`src/rtl/bcd_field_editor.sv`:
```
// Push-button editor for NFIELD packed two-digit BCD fields with min/max limits and an AM/PM flag.
// Hold-to-repeat stepping is compiled in when BCD_EDITOR_AUTOREPEAT_EN is defined.
module bcd_field_editor #(
    parameter int unsigned NFIELD     = 3,
    parameter int unsigned REP_DELAY  = 25_000_000,
    parameter int unsigned REP_PERIOD = 5_000_000,
    localparam int unsigned CW = (NFIELD > 1) ? $clog2(NFIELD) : 1,
    localparam int unsigned VW = 8 * NFIELD
) (
    input  logic          clk,
    input  logic          reset,
    input  logic          en,
    input  logic [VW-1:0] load_val,
    input  logic          load_flag,
    input  logic [VW-1:0] fmin,
    input  logic [VW-1:0] fmax,
    input  logic          flag_wrap_en,
    input  logic          bt_up,
    input  logic          bt_down,
    input  logic          bt_left,
    input  logic          bt_right,
    output logic [VW-1:0] val,
    output logic          flag,
    output logic [CW-1:0] cursor,
    output logic          changed
);

    typedef enum logic [1:0] {
        S_IDLE = 2'd0,
        S_LOAD = 2'd1,
        S_EDIT = 2'd2
    } state_t;

    if ((NFIELD < 1) || (NFIELD > 8) || (REP_DELAY < 1) || (REP_PERIOD < 1)) begin : g_bad_cfg
        $error("bcd_field_editor: unsupported parameter set");
    end

    state_t        state_q, state_d;
    logic [VW-1:0] val_q, val_d;
    logic          flag_q, flag_d;
    logic [CW-1:0] cursor_q, cursor_d;
    logic          changed_q, changed_d;
    logic [3:0]    btn_prev_q, btn_prev_d;

    logic       rise_up, rise_dn, rise_l, rise_r;
    logic       edit_active, move_r, move_l;
    logic       step_up, step_dn;
    logic [7:0] cur_val, cur_min, cur_max;
    logic [7:0] inc_val, dec_val, new_fld;
    logic       bad_fld, wrapped;

    // Button edge detection and session decode
    always_comb begin
        btn_prev_d  = {bt_up, bt_down, bt_left, bt_right};
        rise_up     = bt_up    && !btn_prev_q[3];
        rise_dn     = bt_down  && !btn_prev_q[2];
        rise_l      = bt_left  && !btn_prev_q[1];
        rise_r      = bt_right && !btn_prev_q[0];
        edit_active = (state_q == S_EDIT) && en;
        move_r      = edit_active && rise_r && !rise_l;
        move_l      = edit_active && rise_l && !rise_r;
    end

`ifdef BCD_EDITOR_AUTOREPEAT_EN
    localparam int unsigned REP_MAX = (REP_DELAY > REP_PERIOD) ? REP_DELAY : REP_PERIOD;
    localparam int unsigned RW      = $clog2(REP_MAX + 1);

    // rep_cnt_q == 0 means disarmed: only a fresh press arms the repeat timer
    logic [RW-1:0] rep_cnt_q, rep_cnt_d;
    logic          rep_phase_q, rep_phase_d;
    logic          held_one, rep_fire;

    always_comb begin
        held_one    = bt_up ^ bt_down;
        rep_fire    = edit_active && held_one && !rise_up && !rise_dn && (rep_cnt_q != '0) &&
                      (rep_cnt_q == (rep_phase_q ? RW'(REP_PERIOD) : RW'(REP_DELAY)));
        rep_cnt_d   = rep_cnt_q;
        rep_phase_d = rep_phase_q;
        if (!edit_active || !held_one || move_r || move_l) begin
            rep_cnt_d   = '0;
            rep_phase_d = 1'b0;
        end else if (rise_up || rise_dn) begin
            rep_cnt_d   = RW'(1);
            rep_phase_d = 1'b0;
        end else if (rep_fire) begin
            rep_cnt_d   = RW'(1);
            rep_phase_d = 1'b1;
        end else if (rep_cnt_q != '0) begin
            rep_cnt_d   = rep_cnt_q + RW'(1);
        end
        step_up = edit_active && ((rise_up && !rise_dn) || (rep_fire && bt_up));
        step_dn = edit_active && ((rise_dn && !rise_up) || (rep_fire && bt_down));
    end
`else
    always_comb begin
        step_up = edit_active && rise_up && !rise_dn;
        step_dn = edit_active && rise_dn && !rise_up;
    end
`endif

    // Selected field and its limits
    always_comb begin
        cur_val = '0;
        cur_min = '0;
        cur_max = '0;
        for (int unsigned i = 0; i < NFIELD; i++) begin
            if (cursor_q == CW'(i)) begin
                cur_val = val_q[8*(NFIELD-1-i) +: 8];
                cur_min = fmin[8*(NFIELD-1-i) +: 8];
                cur_max = fmax[8*(NFIELD-1-i) +: 8];
            end
        end
    end

    // BCD step of the selected field, with limit wrap and invalid-value correction
    always_comb begin
        bad_fld = (cur_val[7:4] > 4'd9) || (cur_val[3:0] > 4'd9) ||
                  (cur_val < cur_min) || (cur_val > cur_max);
        inc_val = (cur_val[3:0] == 4'd9) ? {cur_val[7:4] + 4'd1, 4'd0}
                                         : {cur_val[7:4], cur_val[3:0] + 4'd1};
        dec_val = (cur_val[3:0] == 4'd0) ? {cur_val[7:4] - 4'd1, 4'd9}
                                         : {cur_val[7:4], cur_val[3:0] - 4'd1};
        new_fld = cur_val;
        wrapped = 1'b0;
        if (bad_fld) begin
            new_fld = cur_min;
        end else if (step_up) begin
            if (cur_val == cur_max) begin
                new_fld = cur_min;
                wrapped = 1'b1;
            end else begin
                new_fld = inc_val;
            end
        end else if (cur_val == cur_min) begin
            new_fld = cur_max;
            wrapped = 1'b1;
        end else begin
            new_fld = dec_val;
        end
    end

    // Session FSM and edit actions
    always_comb begin
        state_d   = state_q;
        val_d     = val_q;
        flag_d    = flag_q;
        cursor_d  = cursor_q;
        changed_d = 1'b0;
        if (!en) begin
            state_d  = S_IDLE;
            cursor_d = '0;
        end else begin
            case (state_q)
                S_IDLE: state_d = S_LOAD;
                S_LOAD: begin
                    val_d    = load_val;
                    flag_d   = load_flag;
                    cursor_d = '0;
                    state_d  = S_EDIT;
                end
                S_EDIT: begin
                    if (step_up || step_dn) begin
                        for (int unsigned i = 0; i < NFIELD; i++) begin
                            if (cursor_q == CW'(i)) begin
                                val_d[8*(NFIELD-1-i) +: 8] = new_fld;
                            end
                        end
                        if (wrapped && flag_wrap_en && (cursor_q == '0)) begin
                            flag_d = !flag_q;
                        end
                        changed_d = 1'b1;
                    end
                    if (move_r) begin
                        cursor_d = (cursor_q == CW'(NFIELD - 1)) ? '0 : cursor_q + CW'(1);
                    end else if (move_l) begin
                        cursor_d = (cursor_q == '0) ? CW'(NFIELD - 1) : cursor_q - CW'(1);
                    end
                end
                default: state_d = S_IDLE;
            endcase
        end
    end

    always_ff @(posedge clk) begin
        if (reset) begin
            state_q     <= S_IDLE;
            val_q       <= '0;
            flag_q      <= 1'b0;
            cursor_q    <= '0;
            changed_q   <= 1'b0;
            btn_prev_q  <= '0;
`ifdef BCD_EDITOR_AUTOREPEAT_EN
            rep_cnt_q   <= '0;
            rep_phase_q <= 1'b0;
`endif
        end else begin
            state_q     <= state_d;
            val_q       <= val_d;
            flag_q      <= flag_d;
            cursor_q    <= cursor_d;
            changed_q   <= changed_d;
            btn_prev_q  <= btn_prev_d;
`ifdef BCD_EDITOR_AUTOREPEAT_EN
            rep_cnt_q   <= rep_cnt_d;
            rep_phase_q <= rep_phase_d;
`endif
        end
    end

    assign val     = val_q;
    assign flag    = flag_q;
    assign cursor  = cursor_q;
    assign changed = changed_q;

endmodule
```
`config.mk`:
```
export PLATFORM = sky130hd
export DESIGN_NAME = bcd_field_editor
export DESIGN_NICKNAME = d
export VERILOG_FILES = /design/src/rtl/bcd_field_editor.sv
export SDC_FILE = /design/constraint.sdc
export NUM_CORES = 1
export LEC_CHECK = 0
export BUFFER_PORTS_ARGS = -buffer_cell sky130_fd_sc_hd__buf_2
export CAP_MARGIN = 0
export CORE_UTILIZATION = 25
export DETAILED_ROUTE_END_ITERATION = 8
export PLACE_DENSITY = 0.44
export RECOVER_POWER = 50
export SETUP_SLACK_MARGIN = 0.02
export SYNTH_ARGS = -nofsm -noshare
export SYNTH_HDL_FRONTEND = slang
export SYNTH_SLANG_ARGS = --single-unit
```
`constraint.sdc`:
```
create_clock -name clk -period 4.1 [get_ports clk]
set_input_delay 0 -clock clk [delete_from_list [all_inputs] [get_ports clk]]
set_output_delay 0 -clock clk [all_outputs]
set_load 0.02 [all_outputs]
```
Word-level counts from Yosys, hierarchy flattened:

Cells that the tools add are included.

* register bits: 34
* bits in latches: 0
* memory bits (writable): 0
* bits in read-only memories: 0
* bits of input ports: 81
* output and inout bits: 28
* logic and storage cells: 106
* memories kept: 0

* add/sub/neg operators: 6
* multiply operators: 0
* divide/modulo/power cells: 0
* $lt $le $gt $ge: 4
* eq/ne operators: 13
* shifts and indexed selects: 0
* mux-type cells: 34
* bitwise operators: 2
* reduce and logical (&&, ||, !) cells: 39

Operators by type and width (number)
* 8-bit 2-to-1 mux: 18
* 24-bit one-hot mux with 2 select lines: 1
* 24-bit 2-to-1 mux: 1
* 8-bit equality test: 2
* 4-bit AND reduction: 4
* 1-bit logical AND: 15
* 2-bit by 1-bit != test with 1-bit output (second input constant): 5
* 1-bit zero test: 9
* 4-bit by 1-bit adder with 4-bit output (second input constant): 2
* 4-bit > comparator (second input constant): 2
* 8-bit > comparator: 1
* 8-bit < comparator: 1
* 2-bit 2-to-1 mux: 4
* 4-bit by 1-bit subtractor with 4-bit output (second input constant): 2
* 1-bit 2-to-1 mux: 7
* 2-bit one-hot mux with 3 select lines: 1
* 2-bit by 1-bit equality test with 1-bit output (second input constant): 2
* 2-bit equality test (second input constant): 2
* 4-bit equality test (second input constant): 1
* 2-bit zero test: 2
* 4-bit zero test: 1
* 1-bit logical OR: 4
* 2-bit one-hot mux with 2 select lines: 1
* 3-bit != test (second input constant): 1
* 8 further kinds: 9

Depth between registers and ports, before layout:

Gate-level depths: netlist of run 1.

* depth in word-level cells: 14
* mapped depth: 18
* mapped depth without buffers: 15

Worst setup path before layout of run 1:

No wires, ideal clock.

* path kind: reg-to-reg
* from: reg cursor_q[0], in the netlist cursor[0]
* to: reg val_q[16], in the netlist val[16]
* setup time: 0.134 ns
* arrival: 3.661 ns
* data required time: 3.966 ns
* setup slack: 0.304 ns
* stages on the path, launching flop included: 17
* buffers on the path: 4
* clock period less this slack: 3.796 ns
* cell sequence: dfxtp_1 > ha_1 > buf_4 > buf_2 > clkbuf_1 > clkbuf_1 > a22oi_1 > nor2_1 > nor2_1 > ha_1 > nand4_1 > nor2_1 > a211oi_1 > a211oi_1 > nand2_1 > a221oi_1 > o32ai_1

* longest elaborated chain between the ends: 12
* elaborated cells on any way between the ends: 36
* classes of those cells: add/sub (2); order compare (4); eq/ne (6); mux (18); reduce/logical (6)

Ends and longest elaborated chain
* start, declared: RTL line 41 `logic [CW-1:0] cursor_q, cursor_d;`
* start signal, assigned: RTL line 200 `cursor_q <= cursor_d;`
* 2-bit zero test: RTL line 107, 164
* 8-bit 2-to-1 mux (3 in series): RTL line 107 `if (cursor_q == CW'(i)) begin`
* 4-bit by 1-bit subtractor with 4-bit output (tied with other cells): RTL line 122 `: {cur_val[7:4], cur_val[3:0] - 4'd1};`
* 8-bit 2-to-1 mux (tied with other cells): RTL line 121 `dec_val = (cur_val[3:0] == 4'd0) ? {cur_val[7:4] - 4'd1, 4'd9}`
* 8-bit 2-to-1 mux (tied with other cells): RTL line 134 `end else if (cur_val == cur_min) begin`
* 8-bit 2-to-1 mux or 1-bit logical OR (tied branches): RTL line 127, 118
* 8-bit 2-to-1 mux: RTL line 125 `if (bad_fld) begin`
* 8-bit 2-to-1 mux: RTL line 164 `if (cursor_q == CW'(i)) begin`
* 24-bit 2-to-1 mux: RTL line 162 `if (step_up || step_dn) begin`
* 24-bit one-hot mux with 2 select lines: RTL line 153 `case (state_q)`
* end signal, assigned: RTL line 198 `val_q <= val_d;`
* end, declared: RTL line 39 `logic [VW-1:0] val_q, val_d;`

Several ways; a longest one is shown, not always the timed one. The select of a mux whose other input is x is not followed.
A chain may end at the register's enable or synchronous reset.

Worst setup path in the final report of run 1:

* from: reg cursor_q[1], in the netlist cursor[1]
* to: reg val_q[21], in the netlist val[21]

* longest elaborated chain between the ends: 12
* elaborated cells on any way between the ends: 36
* classes of those cells: add/sub (2); order compare (4); eq/ne (6); mux (18); reduce/logical (6)

Ends and longest elaborated chain (RTL line)
* 2-bit zero test: 107, 164
* 8-bit 2-to-1 mux (3 in series): 107
* 4-bit by 1-bit subtractor with 4-bit output (tied with other cells): 121
* 8-bit 2-to-1 mux (tied with other cells): 121
* 8-bit 2-to-1 mux (tied with other cells): 134
* 8-bit 2-to-1 mux or 1-bit logical OR (tied branches): 127, 118
* 8-bit 2-to-1 mux: 125
* 8-bit 2-to-1 mux: 164
* 24-bit 2-to-1 mux: 162
* 24-bit one-hot mux with 2 select lines: 153

Several ways; a longest one is shown, not always the timed one. The select of a mux whose other input is x is not followed.

==> results of run 1 <==
[per-stage QoR]
stage | utilization | instance area [um^2] | power [mW] | hold slack [ns]
detailed placement | 0.325 | 3950 | 0.659 | 0.232
finish | 0.341 | 4150 | 1.10 | 0.0455
global route | 0.341 | 4150 | 1.15 | 0.0895
CTS | 0.342 | 4160 | 1.10 | 0.0542
global placement | 0.325 | 3950 | 0.661 | 0.220
floorplan | - | 3170 | 0.539 | 0.128
[critical path, stage by stage, from the launching register on]
cell and delay (ns):
dfxtp_1 0.42, inv_1 0.11, ha_1 0.20, buf_4 0.17
buf_4 0.21, nor2_1 0.12, a21oi_1 0.04, o21ai_0 0.41
ha_1 0.33, and4_1 0.17, and3_1 0.24, and2_1 0.27
and2_1 0.21, a221o_1 0.31, a221o_1 0.37, o22ai_1 0.18
[timing repair]
item,4_1_cts,5_1_grt
resized for setup,0,4
setup endpoints to repair,0,12
buffers inserted,0,0
hold buffers,4,0
endpoints found under the hold margin,4,0
[final timing paths]
kind / start / to / slack (ns) / depth (start not counted)
max: cursor[1] / val[21] / 0.25 / 15
min: load_flag / flag / 0.05 / 3
max reg2reg: cursor[1] / val[21] / 0.25 / 15
min reg2reg: state_q[1] / state_q[1] / 0.49 / 2
[cells in the mapped netlist (6+ instances only)]
| cell | number | area [um^2] |
|---|---|---|
| a22oi_1 | 7 | 52.6 |
| a21o_1 | 6 | 45.0 |
| and3_1 | 9 | 56.3 |
| nand4_1 | 6 | 37.5 |
| nand2b_1 | 8 | 50.1 |
| a21oi_1 | 46 | 230 |
| o211ai_1 | 7 | 52.6 |
| or3_1 | 6 | 37.5 |
| a311oi_1 | 10 | 87.6 |
| ha_1 | 27 | 338 |
| and2_1 | 9 | 56.3 |
| o21ai_0 | 32 | 160 |
| nor2_1 | 41 | 154 |
| a211oi_1 | 9 | 67.6 |
| nor2b_1 | 16 | 100 |
| nand3b_1 | 12 | 90.1 |
| nand2_1 | 22 | 82.6 |
| dfxtp_1 | 34 | 681 |
| a221o_1 | 6 | 60.1 |
| clkbuf_1 | 21 | 78.8 |
| nor3_1 | 7 | 35.0 |
| inv_1 | 11 | 41.3 |
[flip-flops by register name, summed over array words and instances (netlist names)]
signal	cells
val	24
btn_prev_q	4
cursor	2
state_q	2
changed	1
flag	1
[power groups by stage]
stage	Sequential, mW	Combinational, mW	Clock [mW]
2_1_floorplan	0.382	0.157	0
3_3_place_gp	0.370	0.291	0
3_5_place_dp	0.369	0.289	0
4_1_cts	0.362	0.294	0.446
5_1_grt	0.365	0.324	0.462
6_report	0.363	0.294	0.439
[layer usage]
| layer | routed length (um) | track usage | vias to the layer above |
|---|---|---|---|
| met5 | 0 | 0 | - |
| met4 | 176 | 0.0459 | 0 |
| met3 | 581 | 0.0222 | 13 |
| met2 | 5820 | 0.319 | 112 |
| met1 | 5750 | 0.259 | 1728 |
| li1 | - | - | 1806 |
[final cells by class]
| type | instances | area share |
|---|---|---|
| Clock buffer | 6 | 0.0335 |
| Clock inverter | 1 | 0.00724 |
| Inverter | 15 | 0.0136 |
| Multi-Input combinational cell | 345 | 0.564 |
| Sequential cell | 34 | 0.164 |
| Tap cell | 168 | 0.0507 |
| Timing Repair Buffer | 130 | 0.167 |
[logic make-up (layout without fill, tap and decap cells)]
kind of cell | Yosys count | in the layout
adders and majority gates | 27 | 27
AOI/OAI and AO/OA | 163 | 163
and+or+nand+nor | 145 | 145
buffers and inverters | 41 | 152
DFF | 34 | 34
muxes | 6 | 6
xor gates and xnor gates | 4 | 4
==> summary.txt, run 1 <==
Run status
  – Status: finished clean

Pwr
  – P per Cell Area: 264 nW/um^2
  – Max IR drop VDD: 0.000138 V
  – Clock power frac: 0.401
  – Sw frac: 0.298
  – Register share of total power: 0.331
  – P_leak: 1.70 nW
  – Gate power share: 0.269
  – Int Pwr: 0.769 mW
  – Net Sw Power: around 0.33 mW

Synthesis
  – Mapped Area: 3170 um^2
  – Total of warnings raised by yosys: 0
  – FFs w/ async S/R, synth: 0
  – Post-synthesis mux area share: 0.0198
  – Number of synthesized flops with an enable pin: 0
  – Syn avg cell area: about 7.5 um^2
  – Sequential area share after synthesis: 0.215
  – Flop and latch count out of synthesis: 34
  – Mapped Cells: 420
  – Yosys cell types: 58
  – Ys flop type: dfxtp_1
  – Simple-gate share of the synthesized area: 0.253
  – Combinational family with the most area after synthesis: compound AO/OA/AOI/OAI gates
  – Synth Net Count: 528
  – Compound-Gate Fraction of Synth Area: 0.342
  – Adder-Cell Fraction of Synth Area: 0.107
  – Post-synthesis xor/xnor area fraction: 0.0111

Timing
  – Slew HR: 0.534
  – Worst setup margin: 0.247 ns
  – Final Hold Viols: 0
  – Slew Limit Fails: 0
  – FMAX: 0.260 GHz
  – Worst slew pin tran: 0.699 ns
  – Period utilization: 0.940
  – Setup Skew: 0.00833 ns
  – Minimum clock period: a little under 4 ns
  – Final setup viols: 0
  – Setup TNS Final: 0 ns
  – RSZ-0062 raised after global routing: no

Layout
  – Fin cells: 699
  – Share of post-route cells with drive strength above 1: 0.234
  – FF+latch area: 681 um^2
  – Nets: 639
  – # diodes: 0
  – Footprint of the multi-input gates: 2340 um^2
  – Most frequent cells in the layout: buf_2 (80), a21oi_1 (46), nor2_1 (40)
  – Area Overhead vs Synth: 30.9%
  – Fillers: 1317
  – Leading cell type in the layout, fill and taps excluded: buf_2

Route
  – Drt total wl: ~12 mm
  – First-iteration detailed-routing DRC count: 228
  – Via-per-instance ratio: 5.23
  – Post-DRT Antenna Nets: 0
  – First-pass DRT Iterations: 4
  – Number of remaining DRC errors: 0
  – WL/cell: 17.6 um
  – Vias: about 3700

Setup path
  – Critical path arrival: 4.05 ns
  – Setup CP Type: register to register
  – Crit path max fanout: 24
  – CP required: 4.29 ns
  – Setup crit start kind: register
  – CP Capture Type: register

CTS
  – Total clock sinks: 34
  – Worst skew pair latency: 0.28 ns
  – Clock Pin Slew Worst Setup and Hold Paths: about 0.060 ns
  – CTS Buffer Depth: 2
  – CTS Buf Count: 5
  – Root Buffer: clkbuf_16
  – CTS H-tree lvls: 2
  – CTS tree: yes

Floorplan
  – # IOs: 109
  – DIE WIDTH: 115 um
  – Starting Density: 0.260
  – FP Rows: 40
  – Total die area: 13100 um^2
  – Core ar.: 12200 um^2
  – Chip height: approximately 110 um

GRT
  – Vias in the first global route: between 3000 and 4000
  – Antenna violations before repair: 0
  – Overall Global Routing Usage: 0.190
  – Global route overflow: 0
  – Pin count of the biggest net entering global routing: 37
  – First-pass GRT wire length: between 15 and 20 mm

Flow run
  – Max Cap Viol: 0

Placement
  – Global placement routability congestion: 0.966
  – Detailed placer's ending HPWL: just under 10 mm
  – PortBufs: ~110
  – Pre-CTS setup slack: 0.227 ns
  – Placed instance count: 688

Hold path
  – Worst hold path type: input pin to register
(Power assumes the default switching activity.)
==> run 2: changes to the inputs <==
Settings changed: CELL_PAD_IN_SITES_DETAIL_PLACEMENT set to 1, CELL_PAD_IN_SITES_GLOBAL_PLACEMENT set to 2, PLACE_DENSITY 0.44 to 0.72.
==> summary.txt, run 2 (synthesis results as in run 1) <==
Run status
  – Status: finished clean

Setup path
  – R2r worst-path depth: 14 (-1)
  – R2r setup slk: 0.17 ns (-0.07 ns)
  – Setup crit start kind: register
  – Largest stage delay on the critical path: 0.48 ns (+0.06 ns)
  – Crit path capture: val[10]
  – Setup CP Type: register to register
  – Worst r2r src: cursor[1]
  – CP required: 4.28 ns (about the same)
  – CP Capture Type: register
  – Crit-path cells: inv_1, ha_1, buf_4, nand3b_1, a2bb2oi_1, buf_4, ha_1, and3_1, and3_1, or2_2, a311oi_1, a221o_1, a21oi_1, a31o_2
  – Critical path launch point: cursor[1]
  – R2R Path End: val[10]
  – Crit path max fanout: 7 (-71%)
  – Worst path slowest cell: a2bb2oi_1
  – Critical path arrival: 4.10 ns (+0.05 ns)

Timing
  – FMAX: 0.255 GHz (-1.9%)
  – Slew Limit Fails: 0 (unchanged)
  – Period utilization: 0.958 (+0.0181)
  – RSZ-0062 raised after global routing: no
  – Minimum clock period: 3.93 ns (+0.0740 ns)
  – Final Hold Viols: 0 (unchanged)
  – Setup Skew: 0.00197 ns (-0.00637 ns)
  – Setup TNS Final: 0 ns (unchanged)
  – WHS: 0.0446 ns (-0.000843 ns)
  – Slew HR: 0.439 (-0.0949)
  – Worst setup margin: 0.173 ns (-0.0740 ns)
  – Final setup viols: 0 (unchanged)
  – Worst slew pin tran: 0.841 ns (+0.142 ns)

Layout
  – Fin cells: 703 (+0.57%)
  – Finished Cell Area: 4180 um^2 (+0.91%)
  – Area Overhead vs Synth: 32.1%
  – Leading cell type in the layout, fill and taps excluded: buf_2
  – Most frequent cells in the layout: buf_2 (80), a21oi_1 (46), nor2_1 (40)
  – Share of post-route cells with drive strength above 1: 0.237 (+0.00386)
  – Max FFs per register: 24 (unchanged)
  – Post-route core utilization: 0.344 (+0.00309)
  – Nets: 643 (+0.63%)
  – # diodes: 0 (unchanged)

CTS
  – Worst skew pair latency: 0.28 ns (about the same)
  – CTS Buf Count: 5 (unchanged)
  – Total clock sinks: 34 (unchanged)
  – CTS H-tree lvls: 2 (unchanged)
  – Root Buffer: clkbuf_16
  – Clock Pin Slew Worst Setup and Hold Paths: 0.05 ns (about the same)
  – CTS tree: yes
  – CTS Buffer Depth: 2 (unchanged)

Route
  – First-iteration detailed-routing DRC count: 148 (-35%)
  – Number of remaining DRC errors: 0 (unchanged)
  – Post-DRT Antenna Nets: 0 (unchanged)
  – WL/cell: 18.6 um (+5.7%)
  – Drt total wl: 13.1 mm (+6.3%)
  – First-pass DRT Iterations: 4 (unchanged)
  – Via-per-instance ratio: 5.25 (+0.25%)
  – Vias: 3689 (+0.82%)

Placement
  – Detailed placer's ending HPWL: 10.8 mm (+9.1%)
  – Global placement routability congestion: 0.902 (-6.6%)
  – PortBufs: 108 (unchanged)
  – Placed instance count: 692 (+0.58%)
  – Pre-CTS setup slack: 0.197 ns (-0.0296 ns)
  – Dpl cell area: 4000 um^2 (+1.1%)

Pwr
  – Gate power share: 0.269 (about the same)
  – Net Sw Power: 0.330 mW (+1.1%)
  – Clock power frac: 0.401 (about the same)
  – Max IR drop VDD: 0.000142 V (+3.1%)
  – Int Pwr: 0.771 mW (+0.26%)
  – P per Cell Area: 263 nW/um^2 (-0.38%)
  – Register share of total power: 0.330 (about the same)
  – P_leak: 1.72 nW (+1.3%)
  – Total Power: 1.10 mW (+0.52%)
  – Sw frac: 0.300 (+0.00181)

Floorplan
  – DIE WIDTH: 115 um (unchanged)
  – FP Rows: 40 (unchanged)
  – Total die area: 13100 um^2 (unchanged)
  – Chip height: 115 um (unchanged)
  – Starting Density: 0.260 (unchanged)
  – Core ar.: 12200 um^2 (unchanged)
  – # IOs: 109 (unchanged)

GRT
  – Top Usage Layer GRT: met2
  – Met3 Use GR: 0.0212 (-0.00106)
  – Pin count of the biggest net entering global routing: 37 (unchanged)
  – Global route overflow: 0 (unchanged)
  – Met1 Use GR: 0.275 (+0.0157)
  – Vias in the first global route: 3896 (+10%)
  – First-pass GRT wire length: 20.9 mm (+8.9%)
  – Antenna violations before repair: 0 (unchanged)
  – Overall Global Routing Usage: 0.207 (+0.0162)
  – GR Util met2: 0.362 (+0.0428)

Flow run
  – Max Cap Viol: 0 (unchanged)

Hold path
  – Worst hold path type: input pin to register
## run 2: area by class of cell
| type | count | area [um^2] |
|---|---|---|
| clock buffers | 6 | 139 |
| clock inverters | 1 | 30.0 |
| fillers | 1530 | 7980 |
| inverters | 15 | 56.3 |
| multi-input cells | 345 | 2330 |
| flip-flops and latches | 34 | 681 |
| well taps | 168 | 210 |
| repair buffers | 134 | 736 |
## run 2: power by group through the flow
stage | Sequential (mW) | Clock (mW) | Combinational (mW)
6_report | 0.364 | 0.442 | 0.296
5_1_grt | 0.365 | 0.465 | 0.327
4_1_cts | 0.363 | 0.451 | 0.299
3_5_place_dp | 0.370 | 0 | 0.294
3_3_place_gp | 0.371 | 0 | 0.289
2_1_floorplan | 0.382 | 0 | 0.157
## run 2: repair_timing
item                                    in CTS  in global routing
endpoints found under the setup margin       0                 13
gates resized for setup                      0                  4
hold buffers                                 4                  0
setup buffers                                0                  0
endpoints found under the hold margin        4                  0
## run 2: worst min path at each step
stage | from | to | slack, ns | cells past startpoint
after detailed placement | bt_right | btn_prev_q[0] | 0.23 | 2
after global routing | load_flag | flag | 0.08 | 3
final | load_flag | flag | 0.04 | 3
after floorplan | bt_right | btn_prev_q[0] | 0.13 | 1
after global placement | bt_right | btn_prev_q[0] | 0.23 | 2
after CTS | load_flag | flag | 0.05 | 3
## run 2: per-layer routing
| layer | wire [um] | vias to the layer above |
|---|---|---|
| li1 | - | 1813 |
| met1 | 6140 | 1773 |
| met2 | 6350 | 92 |
| met3 | 484 | 11 |
| met4 | 127 | 0 |
| met5 | 0 | - |
## run 2: worst max-delay path, delay by kind of cell (launching register included)
kind / cells / cell delay [ns]
compound gates: 5 / 1.51
fa+ha+maj: 2 / 0.48
buf+inv: 3 / 0.50
flops: 1 / 0.39
simple gates: 4 / 0.93
==> run 3: changes to the inputs <==
Settings changed: PLACE_DENSITY 0.72 to 0.75, SETUP_SLACK_MARGIN 0.02 to 0.3.
Clock period 4.1 ns to 3.6 ns, I/O delays scaled along.
==> summary.txt, run 3 (synthesis results as in run 1) <==
Route
  – WL/cell: 19.1 um (+2.5%)
  – First-iteration detailed-routing DRC count: 232 (+57%)
  – Vias: 3978 (+7.8%)
  – Drt total wl: 14.4 mm (+10%)
  – Via-per-instance ratio: 5.27 (+0.41%)
  – Post-DRT Antenna Nets: 0 (unchanged)
  – First-pass DRT Iterations: 4 (unchanged)
  – Number of remaining DRC errors: 0 (unchanged)

GRT
  – GR Util met2: 0.389 (+0.0267)
  – Met3 Use GR: 0.0270 (+0.00582)
  – Global route overflow: 0 (unchanged)
  – Overall Global Routing Usage: 0.216 (+0.00949)
  – Vias in the first global route: 4200 (+7.8%)
  – Met1 Use GR: 0.274 (-0.00128)
  – Antenna violations before repair: 0 (unchanged)
  – Top Usage Layer GRT: met2
  – Pin count of the biggest net entering global routing: 37 (unchanged)
  – First-pass GRT wire length: 22.0 mm (+4.9%)

Run status
  – Status: finished clean

Floorplan
  – DIE WIDTH: 115 um (unchanged)
  – Starting Density: 0.260 (unchanged)
  – Core ar.: 12200 um^2 (unchanged)
  – FP Rows: 40 (unchanged)
  – Chip height: 115 um (unchanged)
  – Total die area: 13100 um^2 (unchanged)
  – # IOs: 109 (unchanged)

Pwr
  – P per Cell Area: 252 nW/um^2 (-4.5%)
  – Max IR drop VDD: 0.000216 V (+52%)
  – Net Sw Power: 0.408 mW (+24%)
  – Sw frac: 0.325 (+0.0255)
  – P_leak: 1.99 nW (+16%)
  – Register share of total power: 0.330 (about the same)
  – Gate power share: 0.342 (+0.073)
  – Int Pwr: 0.847 mW (+9.8%)
  – Clock power frac: 0.328 (-0.073)
  – Total Power: 1.26 mW (+14%)

Placement
  – Global placement routability congestion: 0.922 (+2.2%)
  – Detailed placer's ending HPWL: 10.9 mm (+0.61%)
  – Pre-CTS setup slack: -0.0631 ns (-0.260 ns)
  – Placed instance count: 705 (+1.9%)
  – PortBufs: 108 (unchanged)

Layout
  – Area Overhead vs Synth: 57.6%
  – Most frequent cells in the layout: buf_2 (79), buf_4 (63), nor2_1 (36)
  – Fin cells: 755 (+7.4%)
  – Share of post-route cells with drive strength above 1: 0.405 (+0.168)
  – Max FFs per register: 24 (unchanged)
  – Leading cell type in the layout, fill and taps excluded: buf_2
  – # diodes: 0 (unchanged)
  – Nets: 694 (+7.9%)
  – Fillers: 1503 (-1.8%)

CTS
  – Clock Pin Slew Worst Setup and Hold Paths: 0.06 ns (about the same)
  – CTS tree: yes
  – Total clock sinks: 34 (unchanged)
  – Worst skew pair latency: 0.28 ns (about the same)
  – CTS H-tree lvls: 2 (unchanged)
  – CTS Buffer Depth: 2 (unchanged)
  – Root Buffer: clkbuf_16
  – CTS Buf Count: 5 (unchanged)

Timing
  – Worst slew pin tran: 0.692 ns (-0.149 ns)
  – Minimum clock period: 3.34 ns (-0.583 ns)
  – Setup TNS Final: 0 ns (unchanged)
  – Worst setup margin: 0.256 ns (+0.0829 ns)
  – WHS: 0.0473 ns (+0.00267 ns)
  – Final Hold Viols: 0 (unchanged)
  – Final setup viols: 0 (unchanged)
  – FMAX: 0.299 GHz (+17%)
  – Setup Skew: 0.00651 ns (+0.00454 ns)
  – Slew HR: 0.534 (+0.0946)
  – Slew Limit Fails: 0 (unchanged)
  – Period utilization: 0.929 (-0.0289)
  – RSZ-0062 raised after global routing: yes

Setup path
  – Crit path max fanout: 6 (-1)
  – Setup crit start kind: register
  – CP Capture Type: register
  – Critical path arrival: 3.51 ns (-0.59 ns)
  – R2r setup slk: 0.26 ns (+0.08 ns)
  – CP required: 3.77 ns (-0.51 ns)
  – R2r worst-path depth: 17 (+3)
  – Setup CP Type: register to register

Flow run
  – Max Cap Viol: 0 (unchanged)

Hold path
  – Worst hold path type: input pin to register
  – WHS Path Cells: 3 (unchanged)
[run 3: critical path, stage by stage, from the launching register on]
cell     delay, ns
dfxtp_4       0.38
buf_4         0.13
ha_4          0.23
buf_6         0.14
nor2b_2       0.14
a21o_1        0.16
inv_4         0.08
ha_4          0.26
nand4_1       0.11
buf_4         0.16
nor2_4        0.23
a21oi_4       0.07
a211o_1       0.33
nor2_4        0.22
buf_6         0.13
buf_4         0.10
a21oi_2       0.07
a31o_2        0.27
[run 3: cell type report]
| cell class | instances | area, um^2 | share of cell area |
|---|---|---|---|
| Clock buffer | 8 | 136 | 0.0273 |
| Inverter | 15 | 76.3 | 0.0153 |
| Multi-Input combinational cell | 345 | 2710 | 0.542 |
| Sequential cell | 34 | 688 | 0.138 |
| Tap cell | 168 | 210 | 0.0421 |
| Timing Repair Buffer | 185 | 1170 | 0.235 |
[run 3: through the flow]
| step | area [um^2] | utilization |
|---|---|---|
| floorplan | 3240 | - |
| global placement | 4130 | 0.340 |
| detailed placement | 4130 | 0.340 |
| CTS | 4700 | 0.386 |
| global route | 4990 | 0.410 |
| finish | 4990 | 0.410 |
[run 3: worst paths after layout]
check / startpoint / end
hold / removal: load_flag / flag
setup / recovery: cursor[1] / val[2]
hold reg to reg: state_q[1] / state_q[1]
setup reg to reg: cursor[1] / val[2]
[run 3: power by group through the flow]
| stage | combinational [mW] | sequential [mW] | clock (mW) |
|---|---|---|---|
| after global routing | 0.466 | 0.416 | 0.434 |
| after floorplan | 0.181 | 0.434 | 0 |
| after global placement | 0.342 | 0.420 | 0 |
| after detailed placement | 0.350 | 0.420 | 0 |
| final | 0.429 | 0.414 | 0.412 |
| after CTS | 0.393 | 0.413 | 0.423 |
[run 3: timing repair]
action,4_1_cts,5_1_grt
hold buffers,4,0
setup endpoints to repair,25,25
hold endpoints to repair,4,0
pin swaps,23,37
resized for setup,52,45
gates cloned,2,0
buffers inserted,19,17
[run 3: layer usage]
metal	wire [um]	vias up
met5	0	-
met4	288	0
li1	-	1910
met1	6240	1921
met2	7110	126
met3	776	21
